$ cat config.mk
export PLATFORM = sky130hd
export DESIGN_NAME = i2c_host_bridge
export DESIGN_NICKNAME = d
export VERILOG_FILES = /design/src/rtl/i2c_host_bridge.sv
export SDC_FILE = /design/constraint.sdc
export NUM_CORES = 1
export LEC_CHECK = 0
export CORE_MARGIN = 5
export CORE_UTILIZATION = 50
export CTS_CLUSTER_DIAMETER = 150
export DETAILED_ROUTE_END_ITERATION = 8
export PLACE_DENSITY = 0.77
export REMOVE_ABC_BUFFERS = 1
export SLEW_MARGIN = 20
export SYNTH_ARGS = -nofsm -noshare
export SYNTH_HDL_FRONTEND = slang
export SYNTH_SLANG_ARGS = --single-unit
$ cat constraint.sdc
create_clock -name clk -period 3.7 [get_ports clk]
set_input_delay 0.74 -clock clk [delete_from_list [all_inputs] [get_ports clk]]
set_output_delay 0.74 -clock clk [all_outputs]
set_load 0.05 [all_outputs]
$ cat src/rtl/i2c_host_bridge.sv
// Host strobe bridge to the I2C byte engine: register file, TX/RX FIFOs,
// latched W1C interrupt status and a one-cycle dtack handshake.
module i2c_host_bridge #(
   parameter int ADDR_W     = 8,
   parameter int DATA_W     = 8,
   parameter int FIFO_DEPTH = 4
) (
   input  logic              clk,
   input  logic              rst,
   input  logic              as,
   input  logic              ds,
   input  logic              rw,
   input  logic [ADDR_W-1:0] add_bus,
   input  logic [DATA_W-1:0] data_in,
   output logic [DATA_W-1:0] data_out,
   output logic              dtack,
   output logic              irq,
   output logic              core_en,
   output logic              inter_en,
   output logic              mode,
   output logic              master_rw,
   output logic              ack,
   output logic              rep_start,
   output logic              halt,
   output logic [DATA_W-1:0] prescale,
   output logic [DATA_W-1:0] time_out_reg,
   output logic [DATA_W-1:0] slave_add,
   output logic [DATA_W-1:0] tx_data,
   output logic              tx_valid,
   input  logic              tx_pop,
   input  logic [DATA_W-1:0] rx_data,
   input  logic              rx_push,
   input  logic              byte_trans,
   input  logic              slave_addressed,
   input  logic              bus_busy,
   input  logic              arb_lost,
   input  logic              time_out,
   input  logic              slave_rw,
   input  logic              inter,
   input  logic              ack_rec,
   input  logic              time_rst
);
   localparam int PW = $clog2(FIFO_DEPTH);
   localparam int CW = PW + 1;
   localparam logic [CW-1:0] FULL = CW'(FIFO_DEPTH);
   localparam logic [ADDR_W-1:0] A_RR = 'h00, A_PRER = 'h02, A_CTR = 'h04,
      A_SR = 'h08, A_TO = 'h0A, A_ADDR = 'h0C, A_DR = 'h0E, A_ISR = 'h10,
      A_IMR = 'h12, A_FSR = 'h14;

   typedef enum logic [1:0] {S_IDLE, S_ACCESS, S_ACK, S_HOLD} state_t;
   state_t state_q, state_d;

   logic as_m_q, as_s_q, ds_m_q, ds_s_q, ds_p_q, rw_q, start;
   logic [ADDR_W-1:0] adr_q;
   logic [7:0] ctr_q, imr_q;
   logic [5:0] isr_q, isr_set, isr_clr;
   logic [DATA_W-1:0] prer_q, tor_q, sadr_q, dout_q, rdata;
   logic bt_q, al_q, tm_q, sa_q, irq_q, bt_fall;
   logic [DATA_W-1:0] tx_mem_q [FIFO_DEPTH];
   logic [DATA_W-1:0] rx_mem_q [FIFO_DEPTH];
   logic [PW-1:0] tx_wp_q, tx_rp_q, rx_wp_q, rx_rp_q;
   logic [CW-1:0] tx_cnt_q, rx_cnt_q;
   logic acc, wr, rd, tx_push, tx_do_push, tx_do_pop, rx_do_push, rx_do_pop;

   assign start = as_s_q & ds_s_q & ~ds_p_q;

   always_comb begin
      state_d = state_q;
      unique case (state_q)
         S_IDLE:   if (start) state_d = S_ACCESS;
         S_ACCESS: state_d = S_ACK;
         S_ACK:    state_d = S_HOLD;
         S_HOLD:   if (!ds_s_q) state_d = S_IDLE;
         default:  state_d = S_IDLE;
      endcase
   end

   assign acc        = (state_q == S_ACCESS);
   assign wr         = acc & rw_q & ~time_rst;
   assign rd         = acc & ~rw_q;
   assign tx_push    = wr & (adr_q == A_DR);
   assign tx_do_push = tx_push & (tx_cnt_q != FULL);
   assign tx_do_pop  = tx_pop & (tx_cnt_q != '0);
   assign rx_do_push = rx_push & (rx_cnt_q != FULL);
   assign rx_do_pop  = rd & (adr_q == A_RR) & (rx_cnt_q != '0);
   assign bt_fall    = bt_q & ~byte_trans;

   assign isr_set = {tx_push & (tx_cnt_q == FULL), slave_addressed & ~sa_q,
                     rx_push & (rx_cnt_q == FULL), time_out & ~tm_q,
                     arb_lost & ~al_q, bt_fall};
   assign isr_clr = (wr && adr_q == A_ISR) ? data_in[5:0] : 6'd0;

   always_comb begin
      rdata = '0;
      unique case (adr_q)
         A_RR:    if (rx_cnt_q != '0) rdata = rx_mem_q[rx_rp_q];
         A_PRER:  rdata = prer_q;
         A_CTR:   rdata = DATA_W'(ctr_q);
         A_SR:    rdata = DATA_W'({byte_trans, slave_addressed, bus_busy,
                                   arb_lost, time_out, slave_rw, inter,
                                   ack_rec});
         A_TO:    rdata = tor_q;
         A_ADDR:  rdata = sadr_q;
         A_ISR:   rdata = DATA_W'({2'b00, isr_q});
         A_IMR:   rdata = DATA_W'(imr_q);
         A_FSR:   rdata = DATA_W'({rx_cnt_q, tx_cnt_q});
         default: rdata = '0;
      endcase
   end

   always_ff @(posedge clk or negedge rst) begin
      if (!rst) begin
         state_q <= S_IDLE;
         {as_m_q, as_s_q, ds_m_q, ds_s_q, ds_p_q, rw_q} <= '0;
         {bt_q, al_q, tm_q, sa_q, irq_q} <= '0;
         adr_q  <= '0;
         dout_q <= '0;
      end else begin
         state_q <= state_d;
         as_m_q  <= as;
         as_s_q  <= as_m_q;
         ds_m_q  <= ds;
         ds_s_q  <= ds_m_q;
         ds_p_q  <= ds_s_q;
         bt_q    <= byte_trans;
         al_q    <= arb_lost;
         tm_q    <= time_out;
         sa_q    <= slave_addressed;
         irq_q   <= ctr_q[6] & |({2'b00, isr_q} & imr_q);
         if (state_q == S_IDLE && start) begin
            adr_q <= add_bus;
            rw_q  <= rw;
         end
         if (rd) dout_q <= rdata;
      end
   end

   always_ff @(posedge clk or negedge rst) begin
      if (!rst) begin
         {ctr_q, imr_q} <= '0;
         isr_q  <= '0;
         {prer_q, tor_q, sadr_q} <= '0;
      end else begin
         if (wr && adr_q == A_IMR) imr_q <= data_in[7:0];
         if (wr && adr_q == A_ADDR) sadr_q <= data_in & ~DATA_W'(1);
         if (time_rst) begin
            ctr_q  <= '0;
            isr_q  <= '0;
            prer_q <= '0;
            tor_q  <= '0;
         end else begin
            isr_q <= (isr_q & ~isr_clr) | isr_set;
            if (wr && adr_q == A_PRER) prer_q <= data_in;
            if (wr && adr_q == A_TO) tor_q <= data_in;
            if (wr && adr_q == A_CTR) ctr_q <= data_in[7:0] & 8'hFD;
            else if (bt_fall) ctr_q <= ctr_q & 8'hFA;
         end
      end
   end

   // Memories are cleared too so tx_data and RR reads never expose stale bytes
   always_ff @(posedge clk or negedge rst) begin
      if (!rst) begin
         {tx_wp_q, tx_rp_q, rx_wp_q, rx_rp_q} <= '0;
         {tx_cnt_q, rx_cnt_q} <= '0;
         for (int i = 0; i < FIFO_DEPTH; i++) begin
            tx_mem_q[i] <= '0;
            rx_mem_q[i] <= '0;
         end
      end else if (time_rst) begin
         {tx_wp_q, tx_rp_q, rx_wp_q, rx_rp_q} <= '0;
         {tx_cnt_q, rx_cnt_q} <= '0;
      end else begin
         if (tx_do_push) begin
            tx_mem_q[tx_wp_q] <= data_in;
            tx_wp_q <= tx_wp_q + 1'b1;
         end
         if (tx_do_pop) tx_rp_q <= tx_rp_q + 1'b1;
         tx_cnt_q <= tx_cnt_q + CW'(tx_do_push) - CW'(tx_do_pop);
         if (rx_do_push) begin
            rx_mem_q[rx_wp_q] <= rx_data;
            rx_wp_q <= rx_wp_q + 1'b1;
         end
         if (rx_do_pop) rx_rp_q <= rx_rp_q + 1'b1;
         rx_cnt_q <= rx_cnt_q + CW'(rx_do_push) - CW'(rx_do_pop);
      end
   end

   assign dtack        = (state_q == S_ACK);
   assign data_out     = dout_q;
   assign irq          = irq_q;
   assign core_en      = ctr_q[7];
   assign inter_en     = ctr_q[6];
   assign mode         = ctr_q[5];
   assign master_rw    = ctr_q[4];
   assign ack          = ctr_q[3];
   assign rep_start    = ctr_q[2];
   assign halt         = ctr_q[0];
   assign prescale     = prer_q;
   assign time_out_reg = tor_q;
   assign slave_add    = sadr_q;
   assign tx_valid     = (tx_cnt_q != '0);
   assign tx_data      = tx_valid ? tx_mem_q[tx_rp_q] : '0;
endmodule

[Word level (Yosys, flattened, before mapping)]
Cells that the tools add are included.
Word-level totals
  register bits: 152
  input port bits: 40
Operators by class
  add/subtract/negate cells: 8
  magnitude comparators: 6
  equality and inequality tests: 18
  mux-type cells: 37
  bitwise gates (word level): 33
  reductions and logical operators: 25
Operators with widths (count)
  $mux W8: 14
  $pmux W8 S9: 1
  $bwmux W32: 2
  $bmux W8 S2: 2
  $demux W8 S2: 2
  $eq A8 B4 Y1 const B: 4
  $eq A8 B5 Y1 const B: 3
  $mux W2: 10
  $and A1 B1 Y1: 18
  $reduce_bool A2 Y1: 7
  $ge A3 B3 Y1 const B: 4
  $mux W6: 2
  $not A2 Y3: 4
  $logic_and A1 B1 Y1: 9
  $mux W3: 3
  $reduce_bool A3 Y1: 3
  $add A2 B1 Y2 const B: 4
  $and A6 B8 Y8: 1
  $eq A8 B2 Y1 const B: 1
  $eq A8 B3 Y1 const B: 1
  $logic_not A8 Y1: 1
  $pmux W2 S4: 1
  $reduce_or A8 Y1: 1
  $not A1 Y1: 7
  other kinds (13): 22

[Longest topological paths before layout]
  word-level depth: 9
  gate-level depth with buffers: 12
  depth with buffers taken out: 12

[Worst setup path after synthesis]
Ideal clock, no wire load.
  path kind: reg2reg
  start point: register adr_q[4]
  end point: register rx_cnt_q[2]
  library setup time: 132 ps
  arrival: 2619 ps
  required time: 3568 ps
  slack: 949 ps
  cell stages (with the launch flop): 13
  path buffers: 2
  period minus slack after synthesis: 2751 ps
  path through: dfrtp_1 -> buf_6 -> or4_1 -> buf_2 -> nor4_4 -> ha_1 -> inv_1 -> ha_1 -> inv_1 -> fa_1 -> xor2_1 -> xnor2_1 -> nor2_1
On the way
  word-level cells in the longest chain between the ends: 5
RTL lines
  start: declaration: RTL line 54  | logic [ADDR_W-1:0] adr_q;
  start signal: assignment: RTL line 131  | adr_q <= add_bus;
  $logic_not A8 Y1: RTL line 85  | assign rx_do_pop = rd & (adr_q == A_RR) & (rx_cnt_q != '0);
  $and A1 B1 Y1 (2 in a row): RTL line 85
  $sub A3 B1 Y3: RTL line 185  | rx_cnt_q <= rx_cnt_q + CW'(rx_do_push) - CW'(rx_do_pop);
  $mux W3: RTL line 170  | end else if (time_rst) begin
  end signal: assignment: RTL line 185
  end: declaration: RTL line 62  | logic [CW-1:0] tx_cnt_q, rx_cnt_q;
No other way between the ends.
A chain may end at the register's enable or synchronous reset.

[Final worst setup path]
  start point: register tx_rp_q[0]
  end point: output tx_data[3]
On the way
  word-level cells in the longest chain between the ends: 5
RTL lines
  start: declaration: RTL line 61  | logic [PW-1:0] tx_wp_q, tx_rp_q, rx_wp_q, rx_rp_q;
  start signal: assignment: RTL line 178  | if (tx_do_pop) tx_rp_q <= tx_rp_q + 1'b1;
  $not A2 Y3 (implied by the code): RTL line 203  | assign tx_data = tx_valid ? tx_mem_q[tx_rp_q] : '0;
  $bmux W8 S2: RTL line 203
  $mux W8 (implied by the code) (2 in a row): RTL line 203
  $mux W8: RTL line 203
  end: declaration: RTL line 28  | output logic [DATA_W-1:0] tx_data,
No other way between the ends. The select of a mux whose other input is x is not followed.

==> flow_summary.yaml <==
grt:
  grt_overflow: 0
  grt_pass1_wl_um: 29600
  grt_pass1_vias: 5398
  antenna_found_initial: 0
  grt_max_degree: 94
  track_usage_pct: 23.0
cells_and_area:
  nNetsFinal: 716
  n_antenna_cell: 0
  area_growth_pct: 22.7
  fin_cells: 855
  top_regs: "rx_mem_q x32, tx_mem_q x32"
  drive_above_1_share_pct: 25.2
power:
  p_sw_mw: 1.77
  p_int_mw: 3.66
  clockPowerShare_pct: 32.4
  p_per_area_nw_per_um2: 606
  pwr-share-comb_pct: 27.1
  power.share.switching_pct: 32.6
  p_seq_share_pct: 40.5
  power_leakage_nw: 3.96
  irDropWorstVdd_uv: 381
routing:
  drc: 0
  drt_iter0_drc: 455
  vias: 5190
  ant_nets: 0
  viasPerCell: 6.07
  firstDrtPassIters: 5
  detail_route.wl_per_cell_um: 21.5
  wirelength_um: 18400
sta:
  period_share_pct: 90.8
  fmax_ghz: 0.298
  slew-limit-headroom_pct: 41.2
  setup_violations: 0
  setup_tns_ns: 0
  skew_ns: 0.00984
  hold_violations: 0
  grt_setup_unrepaired: "no"
  fin_crit_ns: 3.36
  final.setup.worst_slack_ns: 0.340
  tightestPinTransition_ns: 0.871
  slew_violations: 0
die:
  die_h_um: 131
  core_area_um2: 14400
  dieArea_um2: 17100
  floorplan.initialDensity_pct: 50.7
  die_w_um: 131
  row_count: 44
  io_pins: 90
synthesis:
  ys_seq_elements: 151
  dominantRegCellSynth: "dfrtp_1"
  synth_warnings: 0
  synth_area_leaders: "dfrtp_1 (52%), mux2_2 (15%), mux4_2 (4.9%)"
  synth.most_common_cell: "dfrtp_1"
  synth_commonest_cells: "dfrtp_1 (151), mux2_2 (98), nor2_1 (27)"
  syn_avg_cell_area_um2: 12.7
  yosys.area.top_type: "dfrtp_1"
  synth_top_area_share_pct: 51.7
  synthesis.area_um2: 7310
  syn_inst: 576
  ys_async_sr_fraction_pct: 100
  synth-seq-area-share_pct: 51.7
  synth_cell_types: 62
  synth-edff-count: 0
clocking:
  ctsHtreeMaxLevel: 4
  cts-resized-gates: 0
  numCtsBuffers: 17
  path_clk_slew_ns: 0.06
  cts_root_buf: "clkbuf_16"
  post-cts-setup-buffers: 0
  tritoncts: "built"
  clock_latency_ns: 0.43
  postCtsHoldBufs: 0
  cts_buffer_depth: 2
  clock-sinks: 151
setup_path:
  crit_family: "flip-flops"
  worstPathArrival_ns: 2.62
  path_cells: "mux4_2 > and2_1 > clkdlybuf4s50_1"
  path_class: "reg2out"
  critPathLaunchType: "register"
  rrSetupSlack_ns: 0.63
  end_kind: "output port"
  crit_fanout: 10
  crit_slowest_cell: "dfrtp_1"
  cpPeakStageDelay_ns: 0.72
  path_buf_inv: 1
  required_ns: 2.96
place:
  place_hpwl_um: 13100
  place_ws_ns: 0.609
  port_buffers: 88
  numPlacedInstances: 823
  place.gp.congestion: 0.857
flow_run:
  cap_violations: 0
hold_path:
  hp-class: "reg2reg"
status:
  status: "finished clean"
power groups by stage:
stage	Clock (mW)	Combinational (mW)	Sequential, mW
after floorplan	0	0.869	2.26
after global placement	0	1.41	2.19
after detailed placement	0	1.46	2.22
after CTS	1.78	1.47	2.20
after global routing	1.86	1.60	2.23
final	1.76	1.47	2.20
worst reg2reg max path, stage by stage (launching register included):
cell and delay (ns):
dfrtp_1 0.51, or4_1 0.72, nor4_4 0.44, ha_1 0.30, inv_1 0.06, ha_1 0.14, inv_1 0.05, fa_1 0.37
xor2_1 0.18, xnor2_1 0.14, nor2_1 0.05
cell families (layout without fill, tap and decap cells):
| logic type | after synthesis | count (layout) | synth area share (%) |
|---|---|---|---|
| AO/OA/AOI/OAI | 81 | 81 | 8.04 |
| XOR/XNOR | 8 | 8 | 0.958 |
| adder cells (fa/ha/maj) | 18 | 18 | 3.29 |
| buffers and inverters | 60 | 155 | 3.46 |
| flip-flops | 151 | 151 | 51.7 |
| multiplexers | 132 | 132 | 22.5 |
| other | 1 | 1 | 0.0513 |
| AND/OR/NAND/NOR | 125 | 125 | 10.0 |
through the flow:
step / hold slack, ns / power, mW / area [um^2] / util (%)
floorplan: 0.331 / 3.13 / 7140 / -
global placement: 0.337 / 3.60 / 8360 / 58.0
detailed placement: 0.336 / 3.68 / 8360 / 58.0
CTS: 0.349 / 5.44 / 8970 / 62.2
global route: 0.354 / 5.69 / 8970 / 62.2
finish: 0.346 / 5.43 / 8970 / 62.2
per-layer routing:
layer  share of wire, %  wire length (um)  vias up  track usage (%)
met5                  0                 0        -                0
met4                1.5               279        0             7.26
met3                8.2              1510       23             6.18
met2                 49              8960      223             35.8
met1                 42              7640     2660             31.8
li1                   -                 -     2284                -
cell usage in the layout (no fill, tap or decap), drive strengths merged, types with 3 or more instances in the layout:
master / count
nor4b: 3
nand3: 8
o21ai: 17
mux2: 98
a32oi: 6
nand3b: 6
bufinv: 3
nand4: 7
xnor2: 5
a2bb2oi: 4
dfrtp: 151
nor3: 6
clkbuf: 18
or4: 3
nor2: 27
a22o: 9
buf: 14
nand2: 16
or3: 4
inv: 24
and2: 12
clkinvlp: 6
clkdlybuf4s50: 87
mux4: 16
and3: 5
a21oi: 11
nand2b: 8
o221ai: 3
nor4: 3
mux2i: 18
ha: 16
and4: 3
clkinv: 3
xor2: 3
a22oi: 11
nor2b: 7
final cells by class:
| cell class | instances | area (um^2) |
|---|---|---|
| repair buffers | 101 | 980 |
| clock buffers | 18 | 429 |
| fillers | 1135 | 5460 |
| clock inverters | 14 | 175 |
| inverters | 22 | 82.6 |
| flip-flops and latches | 151 | 3780 |
| multi-input cells | 365 | 3290 |
| well taps | 184 | 230 |
worst paths after layout:
kind / from / end / cells after the start
setup / recovery: tx_rp_q[0] / tx_data[3] / 3
hold / removal: ds_m_q / ds_s_q / 0
setup reg to reg: adr_q[4] / rx_cnt_q[2] / 10
hold reg to reg: ds_m_q / ds_s_q / 0
max in group asynchronous: rst / ds_p_q / 2
min in group asynchronous: rst / rx_mem_q[19] / 1
Note: power is estimated with default switching activity, not from simulation.
